===== config.mk =====
export PLATFORM = sky130hd
export DESIGN_NAME = rr_arbiter_8
export DESIGN_NICKNAME = d
export VERILOG_FILES = /design/src/rtl/arb_pkg.sv /design/src/rtl/decoder_3_to_8.sv /design/src/rtl/rr_arbiter_8.sv
export SDC_FILE = /design/constraint.sdc
export NUM_CORES = 1
export LEC_CHECK = 0
export BUFFER_PORTS_ARGS = -buffer_cell sky130_fd_sc_hd__buf_2
export CORE_ASPECT_RATIO = 1.75
export CORE_MARGIN = 8
export CORE_UTILIZATION = 40
export DETAILED_ROUTE_END_ITERATION = 16
export GPL_ROUTABILITY_DRIVEN = 0
export PLACE_DENSITY = 0.57
export SLEW_MARGIN = 40
export SYNTH_ARGS = -nofsm -noshare
export SYNTH_HDL_FRONTEND = slang
export SYNTH_SLANG_ARGS = --single-unit

===== constraint.sdc =====
create_clock -name clk -period 3.1 [get_ports clk]
set_input_delay 0 -clock clk [delete_from_list [all_inputs] [get_ports clk]]
set_output_delay 0 -clock clk [all_outputs]
set_load 0.05 [all_outputs]

===== src/rtl/arb_pkg.sv =====
// Shared types and sizes for the 8-way round-robin arbiter.
package arb_pkg;

    localparam int NUM_REQ = 8;
    localparam int IDX_W   = 3;
    localparam int CNT_W   = 8;

    typedef enum logic {
        IDLE  = 1'b0,
        GRANT = 1'b1
    } arb_state_e;

endpackage


===== src/rtl/decoder_3_to_8.sv =====
// Index-to-one-hot decoder with enable; output is all zero when disabled.
module decoder_3_to_8
    import arb_pkg::*;
(
    input  logic [IDX_W-1:0]   a,
    input  logic               en,
    output logic [NUM_REQ-1:0] y
);

    always_comb begin
        y = '0;
        if (en) begin
            y[a] = 1'b1;
        end
    end

endmodule


===== src/rtl/rr_arbiter_8.sv =====
// Round-robin arbiter for eight requesters with a registered one-hot grant,
// owner release, withdrawal and a hold-time limit.
module rr_arbiter_8
    import arb_pkg::*;
#(
    parameter int MAX_HOLD = 16
) (
    input  logic               clk,
    input  logic               rst,
    input  logic [NUM_REQ-1:0] req,
    input  logic               done,
    output logic [NUM_REQ-1:0] gnt,
    output logic [IDX_W-1:0]   gnt_id,
    output logic               gnt_valid,
    output logic               timeout
);

    // Compare value is deliberately truncated to the counter width.
    localparam logic [CNT_W-1:0] HOLD_LIMIT = CNT_W'(MAX_HOLD - 1);

    arb_state_e         state_q,     state_d;
    logic [IDX_W-1:0]   ptr_q,       ptr_d;
    logic [NUM_REQ-1:0] gnt_q,       gnt_d;
    logic [IDX_W-1:0]   gnt_id_q,    gnt_id_d;
    logic               gnt_valid_q, gnt_valid_d;
    logic               timeout_q,   timeout_d;
    logic [CNT_W-1:0]   hold_cnt_q,  hold_cnt_d;

    logic [NUM_REQ-1:0] req_rot;
    logic [IDX_W-1:0]   ffs_idx;
    logic [IDX_W-1:0]   win_idx;
    logic               rel_withdraw;
    logic               rel_limit;

    // Rotate so bit 0 is the highest-priority requester, then find first set.
    always_comb begin
        req_rot = '0;
        for (int k = 0; k < NUM_REQ; k++) begin
            req_rot[k] = req[ptr_q + IDX_W'(k)];
        end
        ffs_idx = '0;
        for (int k = NUM_REQ - 1; k >= 0; k--) begin
            if (req_rot[k]) begin
                ffs_idx = IDX_W'(k);
            end
        end
        win_idx = ptr_q + ffs_idx;
    end

    assign rel_withdraw = ~req[gnt_id_q];
    assign rel_limit    = (hold_cnt_q == HOLD_LIMIT);

    always_comb begin
        state_d     = state_q;
        ptr_d       = ptr_q;
        gnt_id_d    = gnt_id_q;
        gnt_valid_d = gnt_valid_q;
        hold_cnt_d  = hold_cnt_q;
        timeout_d   = 1'b0;
        case (state_q)
            IDLE: begin
                if (|req) begin
                    state_d     = GRANT;
                    gnt_id_d    = win_idx;
                    gnt_valid_d = 1'b1;
                    hold_cnt_d  = '0;
                end
            end
            GRANT: begin
                if (done || rel_withdraw || rel_limit) begin
                    state_d     = IDLE;
                    gnt_valid_d = 1'b0;
                    ptr_d       = gnt_id_q + IDX_W'(1);
                    hold_cnt_d  = '0;
                    // A limit release is only a timeout when nothing else released.
                    timeout_d   = rel_limit && !done && !rel_withdraw;
                end else begin
                    hold_cnt_d = hold_cnt_q + CNT_W'(1);
                end
            end
            default: begin
                state_d = IDLE;
            end
        endcase
    end

    decoder_3_to_8 u_dec (
        .a  (gnt_id_d),
        .en (gnt_valid_d),
        .y  (gnt_d)
    );

    always_ff @(posedge clk or posedge rst) begin
        if (rst) begin
            state_q     <= IDLE;
            ptr_q       <= '0;
            gnt_q       <= '0;
            gnt_id_q    <= '0;
            gnt_valid_q <= 1'b0;
            timeout_q   <= 1'b0;
            hold_cnt_q  <= '0;
        end else begin
            state_q     <= state_d;
            ptr_q       <= ptr_d;
            gnt_q       <= gnt_d;
            gnt_id_q    <= gnt_id_d;
            gnt_valid_q <= gnt_valid_d;
            timeout_q   <= timeout_d;
            hold_cnt_q  <= hold_cnt_d;
        end
    end

    assign gnt       = gnt_q;
    assign gnt_id    = gnt_id_q;
    assign gnt_valid = gnt_valid_q;
    assign timeout   = timeout_q;

endmodule


* After elaboration in Yosys (flattened, before gate mapping)
Cells that the tools add are included.
** Storage, ports and cells
- Bits in registers :: 25
- Input bits :: 11
- Output and inout port bits :: 13
- Logic and storage cells :: 82
** Operators by class
- Add/subtract/negate cells :: 10
- Order comparisons :: 11
- Eq/ne operators :: 2
- Multiplexer cells :: 42
- Bitwise operators :: 2
- Reductions and logical operators :: 8
** Operators with widths (count)
- $lt A3 B4 Y1 const B :: 10
- $mux W3 :: 10
- $bmux W1 S3 :: 9
- $mux W8 :: 3
- $mux W1 :: 16
- $pmux W8 S2 :: 1
- $add A3 B3 Y3 const B :: 4
- $add A8 B1 Y8 const B :: 1
- $eq A8 B4 Y1 const B :: 1
- $reduce_or A8 Y1 :: 1
- $add A3 B1 Y3 const B :: 2
- $add A3 B2 Y3 const B :: 2
- $pmux W1 S2 :: 2
- $add A3 B3 Y3 :: 1
- $demux W1 S3 :: 1
- $ge A3 B1 Y1 const B :: 1
- $logic_and A1 B1 Y1 :: 3
- $logic_or A1 B1 Y1 :: 2
- $ne A2 B2 Y1 const B :: 1
- $not A1 Y1 :: 2
- $reduce_and A2 Y1 :: 1
- $logic_not A1 Y1 :: 1

* Logic depth before layout (Yosys ltp)
Gate-level depths: netlist of run 1.
- Depth after elaboration :: 19
- Mapped depth :: 18

* Cells and area by module
From an unflattened synthesis of run 1, not the netlist that was laid out.
** Unflattened totals
- Cells, all modules :: 163
- Area total of the unflattened synthesis :: 1894.3 um^2
** By module, submodules not included
- rr_arbiter_8 :: instances 1, cells an instance 155, area an instance 1799.2 um^2, sequential area each 625.6 um^2
- decoder_3_to_8 :: instances 1, cells an instance 8, area an instance 95.1 um^2, sequential area each 0.0 um^2

* Least setup slack after synthesis of run 1
OpenSTA, ideal clock, no wires.
- Kind :: reg-to-reg
- Start :: register ptr_q[0]
- End :: register gnt_q[4] (netlist: gnt[4])
- Setup time :: 86 ps
- Data arrival time :: 3317 ps
- Data required time :: 3014 ps
- Slack :: -304 ps
- Cell stages (with the launch flop) :: 18
- Buffers on the path :: 2
- Clock period less this slack :: 3404 ps
- Path through :: dfrtp_1 -> buf_4 -> inv_2 -> ha_1 -> buf_6 -> mux4_2 -> mux2_4 -> a21oi_1 -> o21ai_0 -> a21oi_1 -> a211oi_1 -> ha_1 -> inv_1 -> fa_1 -> xnor2_1 -> and2_1 -> mux2_4 -> nor3_1
** On the way
- Longest elaborated chain between the ends :: 19
- Elaborated cells between the ends (all ways) :: 40
- Classes of those cells :: 8 x add/sub; 2 x order compare; 29 x mux; 1 x reduce/logical
** RTL lines
- start, declared :: RTL line rr_arbiter_8.sv:22 : logic [IDX_W-1:0] ptr_q, ptr_d;
- start signal, assigned :: RTL line rr_arbiter_8.sv:104 : ptr_q <= ptr_d;
- $add A3 B3 Y3 :: RTL line rr_arbiter_8.sv:39 : req_rot[k] = req[ptr_q + IDX_W'(k)];
- $bmux W1 S3 :: RTL line rr_arbiter_8.sv:39
- $mux W1 (not written as such) :: RTL line rr_arbiter_8.sv:39
- $mux W3 (8 in a row) :: RTL line rr_arbiter_8.sv:43 : if (req_rot[k]) begin
- $add A3 B3 Y3 (*) :: RTL line rr_arbiter_8.sv:47 : win_idx = ptr_q + ffs_idx;
- $mux W3 (*) :: RTL line rr_arbiter_8.sv:62 : if (|req) begin
- $mux W3 (*) :: RTL line rr_arbiter_8.sv:60 : case (state_q)
- $lt A3 B4 Y1 (not written as such) or $ge A3 B1 Y1 (tied branches) :: RTL line decoder_3_to_8.sv:13 : y[a] = 1'b1;
- $logic_and A1 B1 Y1 (not written as such) :: RTL line decoder_3_to_8.sv:13
- $mux W1 (not written as such) :: RTL line decoder_3_to_8.sv:13
- $demux W1 S3 (*)
- $mux W8 (*) :: RTL line decoder_3_to_8.sv:12 : if (en) begin
- net gnt_d[4] :: RTL line rr_arbiter_8.sv:23 : logic [NUM_REQ-1:0] gnt_q, gnt_d;
- end signal, assigned :: RTL line rr_arbiter_8.sv:105 : gnt_q <= gnt_d;
- end, declared :: RTL line rr_arbiter_8.sv:23
Mark *: on every way through the listed nets, which the timed path passes. The rest lies on a longest branch. The select of a mux whose other input is x is not followed.
A chain may end at the register's enable or synchronous reset.

* Worst setup path in the final report of run 1
- Start :: register ptr_q[1]
- End :: register gnt_q[7] (netlist: gnt[7])
Same word-level chain as after synthesis.

==> impl_metrics.json, run 1 <==
{
  "slew_headroom": 0.608,
  "worst_pin_slew_ns": 0.586,
  "cts.path.max_buffers": 2,
  "antenna_found_initial": 0,
  "rsz0062_at_grt": "true",
  "yosys_warnings": 0,
  "worst-endpoint-required_ns": 3.29,
  "fmax_mhz": 304,
  "grt_max_degree": 26,
  "wl_per_cell_um": 16.5,
  "place_hpwl_mm": 3.55,
  "die_h_um": 105,
  "leakagePower_nw": 1.04,
  "avgSynthCellArea_um2": 10.2,
  "final_area_mm2": 0.00233,
  "power.density_mw_per_mm2": 1350,
  "overflow": 0,
  "rows": 32,
  "critPathTopFamily": "adder cells",
  "grtUsageMet2": 0.254,
  "synthToLayoutAreaGrowth_pct": 29.5,
  "multi_input_comb_area_mm2": 0.00122,
  "critical_path.max_stage_delay_ns": 0.43,
  "syn_nets": 193,
  "clkTransAtPathRegs_ns": 0.09,
  "viasPerCell": 5.62,
  "cts-root-buf": "clkbuf_8",
  "global_route.usage.met1": 0.135,
  "wirelength_mm": 4.58,
  "most-common-layout-cells": "27 x buf_4, 23 x dfrtp_1, 23 x buf_2, 17 x nand2_1, 14 x nor2_1",
  "die_x_um": 66.7,
  "crit_type": "flop to flop",
  "firstDrtPassIters": 4,
  "busiest_layer": "met2",
  "worstSkewPairLatency_ns": 0.26,
  "start_kind": "flop",
  "cpMaxStageDelayCell": "dfrtp_2",
  "peakVddDrop_uv": 700,
  "seq_area_um2": 628,
  "grt_pass1_vias": 1574,
  "synthTopCellsByArea": "dfrtp_1 35%, mux4_2 15%, mux2i_1 4.4%",
  "cts_made_buffers": 3,
  "setup_slack_ns": -0.184,
  "num_vias": 1558,
  "dpl_cell_area_mm2": 0.00213,
  "violations": "negative setup slack",
  "async_reset_ff_frac": 1.00,
  "ys.flop_type": "dfrtp_1",
  "synth-seq-cells": 25,
  "ant_nets": 0,
  "clock_skew_ns": 0.00152,
  "initial_core_util": 0.413,
  "die_area_mm2": 0.00699,
  "fin_nets": 244,
  "grt.total_usage": 0.133,
  "final_max_slew_viol_count": 0,
  "post-route-period-util": 1.06,
  "fillers": 399,
  "final_common_cell": "buf_4",
  "cts_tree": "built",
  "cts.sink_count": 25,
  "path_max_fanout": 6,
  "setup_viol_count_final": 10,
  "final_hold_viol_count": 0,
  "pin_count": 24,
  "ys_types": 40,
  "synth.top_cell.area_share": 0.347,
  "synth_seq_area_share": 0.347,
  "fin_crit_ns": 3.28,
  "min_path_type": "input port to flop",
  "grt_first_pass_wirelength_mm": 7.53,
  "drt_iter0_drc": 47,
  "critical_path_buf_inv_count": 3,
  "crit_chain": "inv_2, ha_4, buf_4, mux2i_2, mux2_4, nor2b_1, o21ai_1, o21ai_1, a21oi_2, a211oi_2, ha_2, inv_2, fa_2, xnor2_2, and2_4, mux2_4, nor3_4",
  "n_antenna_cell": 0,
  "end_kind": "flop",
  "outcome": "finished, violations left",
  "syn_area_mm2": 0.00180,
  "finalHoldWorstSlack_ns": 0.0772,
  "core_region_area_mm2": 0.00436,
  "drcViolationCount": 0,
  "maxCapViolations": 0,
  "critPathArrivalTime_ns": 3.48,
  "yosysTopAreaCell": "dfrtp_1",
  "synth_edf_count": 0,
  "io_buffer_count": 23,
  "htreeDepth": 1,
  "drive_gt1_frac": 0.460,
  "syn_inst": 176,
  "grtUsageMet3": 0.0193
}
## power by group
group | switching, W | total [W] | leakage [nW] | internal, W
combinational | 0.00122 | 0.00244 | 0.689 | 0.00121
sequential | 0.000101 | 0.000522 | 0.327 | 0.000421
clock | 0.000101 | 0.000192 | 0.0217 | 0.0000909
## timing repair
item | in CTS | in global routing
cloned | 0 | 0
hold buffers | 1 | 0
endpoints found under the hold margin | 25 | 0
pin swaps | 5 | 4
buffers inserted | 7 | 2
setup endpoints to repair | 10 | 10
gates resized for setup | 13 | 8
## metal layers
| layer | up-vias | part of all wire |
|---|---|---|
| li1 | 735 | - |
| met1 | 783 | 0.37 |
| met2 | 32 | 0.58 |
| met3 | 8 | 0.033 |
| met4 | 0 | 0.022 |
| met5 | - | 0 |
## synthesized netlist by cell type (all sizes together) (2+ instances only)
cell type,count
xnor2,4
nor3,4
buf,4
nor2b,6
nor2,15
inv,9
nand4,2
nand2b,3
ha,5
dfrtp,25
a21oi,8
o21ai,14
mux4,12
xor2,4
mux2,6
o41ai,2
nor4,3
and3,2
nand3,10
mux2i,9
nand2,18
## cells by family (layout without fill, tap and decap cells)
kind of cell / count (synthesis) / after routing / share of synthesized area
simple gates: 67 / 67 / 0.184
compound gates: 29 / 29 / 0.0945
mux: 27 / 27 / 0.249
flops: 25 / 25 / 0.347
buf+inv: 14 / 64 / 0.0403
xor+xnor: 8 / 8 / 0.0389
fa+ha+maj: 6 / 6 / 0.0459
## worst min-delay path: stages
cell	delay, ns
buf_2	0.07
inv_1	0.06
nand4_1	0.09
o21ai_0	0.08
## path summary, 6_finish.rpt
| kind | from | end | slack, ns | cells after the start |
|---|---|---|---|---|
| worst min-delay path | done | hold_cnt_q[2] | 0.08 | 4 |
| worst max register to register | ptr_q[1] | gnt[7] | -0.18 | 17 |
| worst max-delay path | ptr_q[1] | gnt[7] | -0.18 | 17 |
| max in group asynchronous | rst | ptr_q[0] | 2.42 | 3 |
| worst min register to register | hold_cnt_q[7] | hold_cnt_q[7] | 0.54 | 2 |
| min in group asynchronous | rst | gnt[6] | 0.31 | 3 |
## state kept, by name, summed over array words and instances (netlist names)
| name | count |
|---|---|
| gnt_valid | 1 |
| gnt | 8 |
| hold_cnt_q | 8 |
| state_q | 1 |
| ptr_q | 3 |
| gnt_id | 3 |
| timeout | 1 |
## cell type report
class | instances | share of cell area
Timing Repair Buffer | 51 | 0.141
Clock inverter | 1 | 0.00322
Clock buffer | 3 | 0.0177
Multi-Input combinational cell | 137 | 0.525
Inverter | 9 | 0.0166
Tap cell | 51 | 0.0274
Sequential cell | 25 | 0.269
## through the flow
stage,worst slack [ns],cells,TNS (ns),utilization,total power (W)
after CTS,-0.187,275,-1.21,0.523,0.00302
after global routing,-0.375,277,-3.30,0.534,0.00337
after detailed placement,-0.274,263,-2.00,0.487,0.00257
after floorplan,-0.171,176,-1.33,-,0.00203
after global placement,-0.170,263,-1.09,0.487,0.00253
final,-0.184,277,-1.54,0.534,0.00315
Note: power is estimated with default switching activity, not from simulation.
==> inputs of run 2 (changes only) <==
CORE_MARGIN = 2   (was 8)
==> run 2 against run 1 <==
  * Sequential power fell by 2%
  * Largest power group unchanged
  * Non-clock buffer count down 12
  * Fmax grew 0.40%
  * Critical endpoint is now gnt[3]
  * Sequential cell count is the same
  * The run still ends with negative setup slack left
  * Clock-buffer cell count unchanged
  * Highest routed layer unchanged
  * Via count decreased by 5.9%
==> impl_metrics.json, run 2 (synthesized netlist as in run 1, its figures left out) <==
{
  "route.met2.wl_mm": 2.54,
  "core_region_area_mm2": 0.00436,
  "violations": "negative setup slack",
  "worst-endpoint-required_ns": 3.30,
  "setup_slack_ns": -0.171,
  "ant_nets": 0,
  "min_path_type": "input port to flop",
  "die_h_um": 92.8,
  "fmax_mhz": 306,
  "outcome": "finished, violations left",
  "pin_count": 24,
  "pre_cts_slack_ns": -0.178,
  "cts_tree": "built",
  "die_x_um": 54.7,
  "crit_chain": "inv_6, ha_4, mux4_2, mux2_4, a21oi_2, o21ai_1, a21oi_1, a211oi_1, ha_2, inv_2, fa_2, o21a_1, inv_2, nand2_2, a21oi_1",
  "wirelength_mm": 4.23,
  "power.density_mw_per_mm2": 1270,
  "drive_gt1_frac": 0.383,
  "viasPerCell": 5.53,
  "finalNonFillerCells": 265,
  "fin_nets": 232,
  "antenna_found_initial": 0,
  "leakagePower_nw": 0.972,
  "die_area_mm2": 0.00507,
  "clock_skew_ns": 0.00176,
  "path_max_fanout": 6,
  "htreeDepth": 1,
  "drt_iter0_drc": 23,
  "maxCapViolations": 0,
  "place_hpwl_mm": 3.42,
  "rsz0062_at_grt": "true",
  "cts.sink_count": 25,
  "dr.max_layer_used": "met4",
  "overflow": 0,
  "final_max_slew_viol_count": 0,
  "io_buffer_count": 23,
  "grt.total_usage": 0.182,
  "clkTransAtPathRegs_ns": 0.09,
  "setup_viol_count_final": 10,
  "drcViolationCount": 0,
  "cpMaxStageDelayCell": "mux4_2",
  "wl_per_cell_um": 16.0,
  "final_common_cell": "dfrtp_1",
  "num_vias": 1466,
  "dr_wl_met3_um": 90,
  "cts_made_buffers": 3,
  "dp_cells": 259,
  "start_kind": "flop",
  "finalHoldWorstSlack_ns": 0.0499,
  "post-route-period-util": 1.06,
  "cts-root-buf": "clkbuf_8",
  "critical_path.max_stage_delay_ns": 0.54,
  "wl_met1_mm": 1.54,
  "synthToLayoutAreaGrowth_pct": 21.1,
  "grt_first_pass_wirelength_mm": 6.88,
  "n_antenna_cell": 0,
  "firstDrtPassIters": 4,
  "grt_max_degree": 26,
  "grt_pass1_vias": 1540,
  "peakVddDrop_uv": 752,
  "rows": 32,
  "slew_headroom": 0.656,
  "end_kind": "flop",
  "final_hold_viol_count": 0,
  "worstSkewPairLatency_ns": 0.27,
  "fin_crit_ns": 3.27,
  "worst_pin_slew_ns": 0.515,
  "initial_core_util": 0.413,
  "critPathArrivalTime_ns": 3.47,
  "crit_type": "flop to flop",
  "most-common-layout-cells": "25 x dfrtp_1, 23 x buf_2, 16 x nand2_1, 14 x nor2_1, 14 x buf_4",
  "cts.path.max_buffers": 2
}
## run 2: cell types whose count changed in the layout (fill, tap and decap cells not counted), moves of 2 or more
| cell | previous run | this run |
|---|---|---|
| buf_4 | 27 | 14 |
| mux2i_1 | 4 | 7 |
| a21oi_1 | 5 | 7 |
| a21oi_2 | 3 | 1 |
| dfrtp_1 | 23 | 25 |
| dfrtp_2 | 2 | 0 |
| mux2_2 | 1 | 3 |
| mux2_4 | 4 | 2 |
| mux2i_2 | 3 | 1 |
| nor3_2 | 2 | 4 |
| nor3_4 | 2 | 0 |
## run 2: critical path: cells and delay by family, from the launching register on
family / cells / cell delay [ns]
AO/OA/AOI/OAI: 6 / 0.73
adder cells (fa/ha/maj): 3 / 0.93
buffers and inverters: 3 / 0.19
flip-flops: 1 / 0.44
multiplexers: 2 / 0.84
AND/OR/NAND/NOR: 1 / 0.07
## run 2: what timing repair did
item | 4_1_cts | 5_1_grt
hold endpoints to repair | 25 | 0
buffers inserted | 1 | 0
hold buffers | 1 | 0
gates resized for setup | 6 | 0
endpoints found under the setup margin | 10 | 10
pin swaps | 3 | 0
## run 2: final timing paths
path | end | slack (ns) | depth (start not counted) | startpoint
max in group asynchronous | hold_cnt_q[5] | 2.45 | 3 | rst
min in group asynchronous | gnt[1] | 0.30 | 3 | rst
max reg2reg | gnt[3] | -0.17 | 15 | ptr_q[0]
max | gnt[3] | -0.17 | 15 | ptr_q[0]
min | hold_cnt_q[2] | 0.05 | 4 | done
min reg2reg | hold_cnt_q[5] | 0.55 | 1 | hold_cnt_q[5]
## run 2: routing by layer
layer / up-vias / GRT usage
met5: - / 0
met4: 0 / 0.0521
met3: 6 / 0.00968
met2: 21 / 0.362
met1: 727 / 0.185
li1: 712 / -
## run 2: layout make-up
cell class | instances | area [µm²]
Fill cell | 433 | 2180
Multi-Input combinational cell | 137 | 1160
Sequential cell | 25 | 626
Timing Repair Buffer | 39 | 241
Tap cell | 51 | 63.8
Clock buffer | 3 | 41.3
Inverter | 9 | 38.8
Clock inverter | 1 | 7.51
## run 2: metrics by stage
stage	setup TNS [ns]	area, µm²	power (W)	utilization
after floorplan	-1.33	1850	0.00203	-
final	-1.44	2180	0.00278	0.500
after global placement	-0.894	2100	0.00247	0.480
after detailed placement	-1.28	2100	0.00252	0.480
after CTS	-1.34	2180	0.00279	0.500
after global routing	-2.70	2180	0.00298	0.500
## run 2: power by group
| group | internal [W] | leakage [nW] | total (W) | switching, W |
|---|---|---|---|---|
| combinational | 0.000970 | 0.621 | 0.00206 | 0.00109 |
| sequential | 0.000418 | 0.329 | 0.000514 | 0.0000963 |
| clock | 0.0000911 | 0.0217 | 0.000198 | 0.000107 |
| total | 0.00148 | 0.972 | 0.00278 | 0.00130 |
==> inputs of run 3 (changes only) <==
PLACE_DENSITY = 0.55   (was 0.57)
clock period = 4 ns   (was 3.1 ns; I/O delays follow)
==> run 3 against run 2 <==
  * The run now ends clean
  * Highest routed layer unchanged
  * Cell count decreased by 4.9%
  * Largest cell class unchanged
  * Register-to-register slack improved by 0.66 ns
  * Clock power shrank 24%
  * Critical path depth unchanged
  * Fmax down 6.8%
  * Core utilization is 3.8 points lower
  * Non-clock buffer count is 13 lower
  * Die area stayed put
  * Via count fell by 4.6%
  * Hold slack better by 0.023 ns
==> impl_metrics.json, run 3 (synthesized netlist as in run 1, its figures left out) <==
{
  "critPathArrivalTime_ns": 3.70,
  "cpMaxStageDelayCell": "mux4_2",
  "fmax_mhz": 285,
  "grt_first_pass_wirelength_mm": 6.33,
  "final_max_slew_viol_count": 0,
  "drive_gt1_frac": 0.264,
  "slew_headroom": 0.642,
  "grt.total_usage": 0.166,
  "die_x_um": 54.7,
  "crit_chain": "inv_2, ha_1, mux4_2, mux2_4, a21oi_1, o21ai_0, a21oi_1, a211oi_1, ha_1, inv_1, fa_1, o21a_1, inv_1, nand2_1, nor3_1",
  "antenna_found_initial": 0,
  "pin_count": 24,
  "clock_skew_ns": 0.00269,
  "cts.sink_count": 25,
  "cts.path.max_buffers": 2,
  "worstSkewPairLatency_ns": 0.27,
  "io_buffer_count": 23,
  "final_hold_viol_count": 0,
  "viasPerCell": 5.55,
  "drt_iter0_drc": 19,
  "drcViolationCount": 0,
  "worst_pin_slew_ns": 0.538,
  "fin_nets": 219,
  "rsz0062_at_grt": "false",
  "cts_tree": "built",
  "core_region_area_mm2": 0.00436,
  "power.density_mw_per_mm2": 925,
  "wl_per_cell_um": 15.4,
  "end_kind": "flop",
  "postCtsSetupBuffers": 0,
  "fillers": 438,
  "synthToLayoutAreaGrowth_pct": 11.9,
  "die_area_mm2": 0.00507,
  "min_path_type": "input port to flop",
  "multi_input_comb_area_mm2": 0.00110,
  "htreeDepth": 1,
  "overflow": 0,
  "final_common_cell": "dfrtp_1",
  "rows": 32,
  "worst-endpoint-required_ns": 4.19,
  "timing.setup.tns_ns": 0,
  "fin_crit_ns": 3.51,
  "cts-root-buf": "clkbuf_8",
  "most-common-layout-cells": "25 x dfrtp_1, 23 x buf_2, 18 x nand2_1, 15 x nor2_1, 14 x o21ai_0",
  "crit_type": "flop to flop",
  "dp_cells": 247,
  "initial_core_util": 0.413,
  "setup_viol_count_final": 0,
  "cts_made_buffers": 3,
  "n_antenna_cell": 0,
  "ant_nets": 0,
  "finalNonFillerCells": 252,
  "start_kind": "flop",
  "firstDrtPassIters": 4,
  "post-route-period-util": 0.877,
  "maxCapViolations": 0,
  "clkTransAtPathRegs_ns": 0.09,
  "place_hpwl_mm": 3.17,
  "leakagePower_nw": 0.897,
  "wirelength_mm": 3.88,
  "grt_pass1_vias": 1404,
  "critical_path.max_stage_delay_ns": 0.58,
  "peakVddDrop_uv": 557,
  "num_vias": 1398,
  "grt_max_degree": 26,
  "die_h_um": 92.8,
  "critical_path_buf_inv_count": 3,
  "critPathTopFamily": "adder cells",
  "outcome": "finished clean",
  "seq_area_um2": 626,
  "path_max_fanout": 6,
  "reg2reg_setup_slack_ns": 0.49
}
[run 3: changes by cell type in the layout (fill, tap and decap cells not counted), moves of 3 or more]
cell    change
buf_4      -12
nor3_1      +4
nor3_2      -4
inv_1       +3
[run 3: worst paths after layout]
check                              startpoint             to  cells past startpoint
worst max-delay path                 ptr_q[0]         gnt[6]                     15
worst min register to register  hold_cnt_q[0]  hold_cnt_q[0]                      1
worst max register to register       ptr_q[0]         gnt[6]                     15
worst min-delay path                     done  hold_cnt_q[2]                      4
min in group asynchronous                 rst         gnt[2]                      3
max in group asynchronous                 rst       ptr_q[2]                      3
[run 3: repair_timing]
| item | 4_1_cts | 5_1_grt |
|---|---|---|
| hold buffers | 1 | 0 |
| hold endpoints to repair | 25 | 0 |
| gates resized for setup | 0 | 0 |
[run 3: report_power, final]
group | internal [W] | switching [W] | total, W
clock network | 0.0000705 | 0.0000800 | 0.000151
logic | 0.000571 | 0.000732 | 0.00130
registers | 0.000323 | 0.0000865 | 0.000410
[run 3: worst reg2reg max path, stage by stage (launching register included)]
cell      delay (ns)
dfrtp_1         0.37
inv_2           0.09
ha_1            0.48
mux4_2          0.58
mux2_4          0.31
a21oi_1         0.11
o21ai_0         0.10
a21oi_1         0.13
a211oi_1        0.07
ha_1            0.21
inv_1           0.06
fa_1            0.41
o21a_1          0.23
inv_1           0.09
nand2_1         0.07
nor3_1          0.14
[run 3: metrics by stage]
stage	setup slack (ns)	power, W	utilization	hold slack (ns)	area (µm²)
6_report	0.491	0.00186	0.462	0.0732	2010
5_1_grt	0.232	0.00201	0.462	0.106	2010
4_1_cts	0.459	0.00188	0.462	0.0801	2010
3_5_place_dp	0.493	0.00172	0.448	0.0670	1960
3_3_place_gp	0.536	0.00170	0.448	0.250	1960
2_1_floorplan	0.596	0.00150	-	0.0273	1800
[run 3: cell type report]
| cell class | count | area share |
|---|---|---|
| flip-flops and latches | 25 | 0.311 |
| inverters | 9 | 0.0168 |
| well taps | 51 | 0.0317 |
| multi-input cells | 137 | 0.547 |
| clock inverters | 1 | 0.00373 |
| clock buffers | 3 | 0.0205 |
| repair buffers | 26 | 0.0696 |
[run 3: routing by layer]
metal	vias to the layer above	routed length, µm	global-route usage
met4	0	44	0.0438
met1	686	1440	0.166
met2	20	2300	0.328
met3	4	97	0.0177
li1	688	-	-
met5	-	0	0
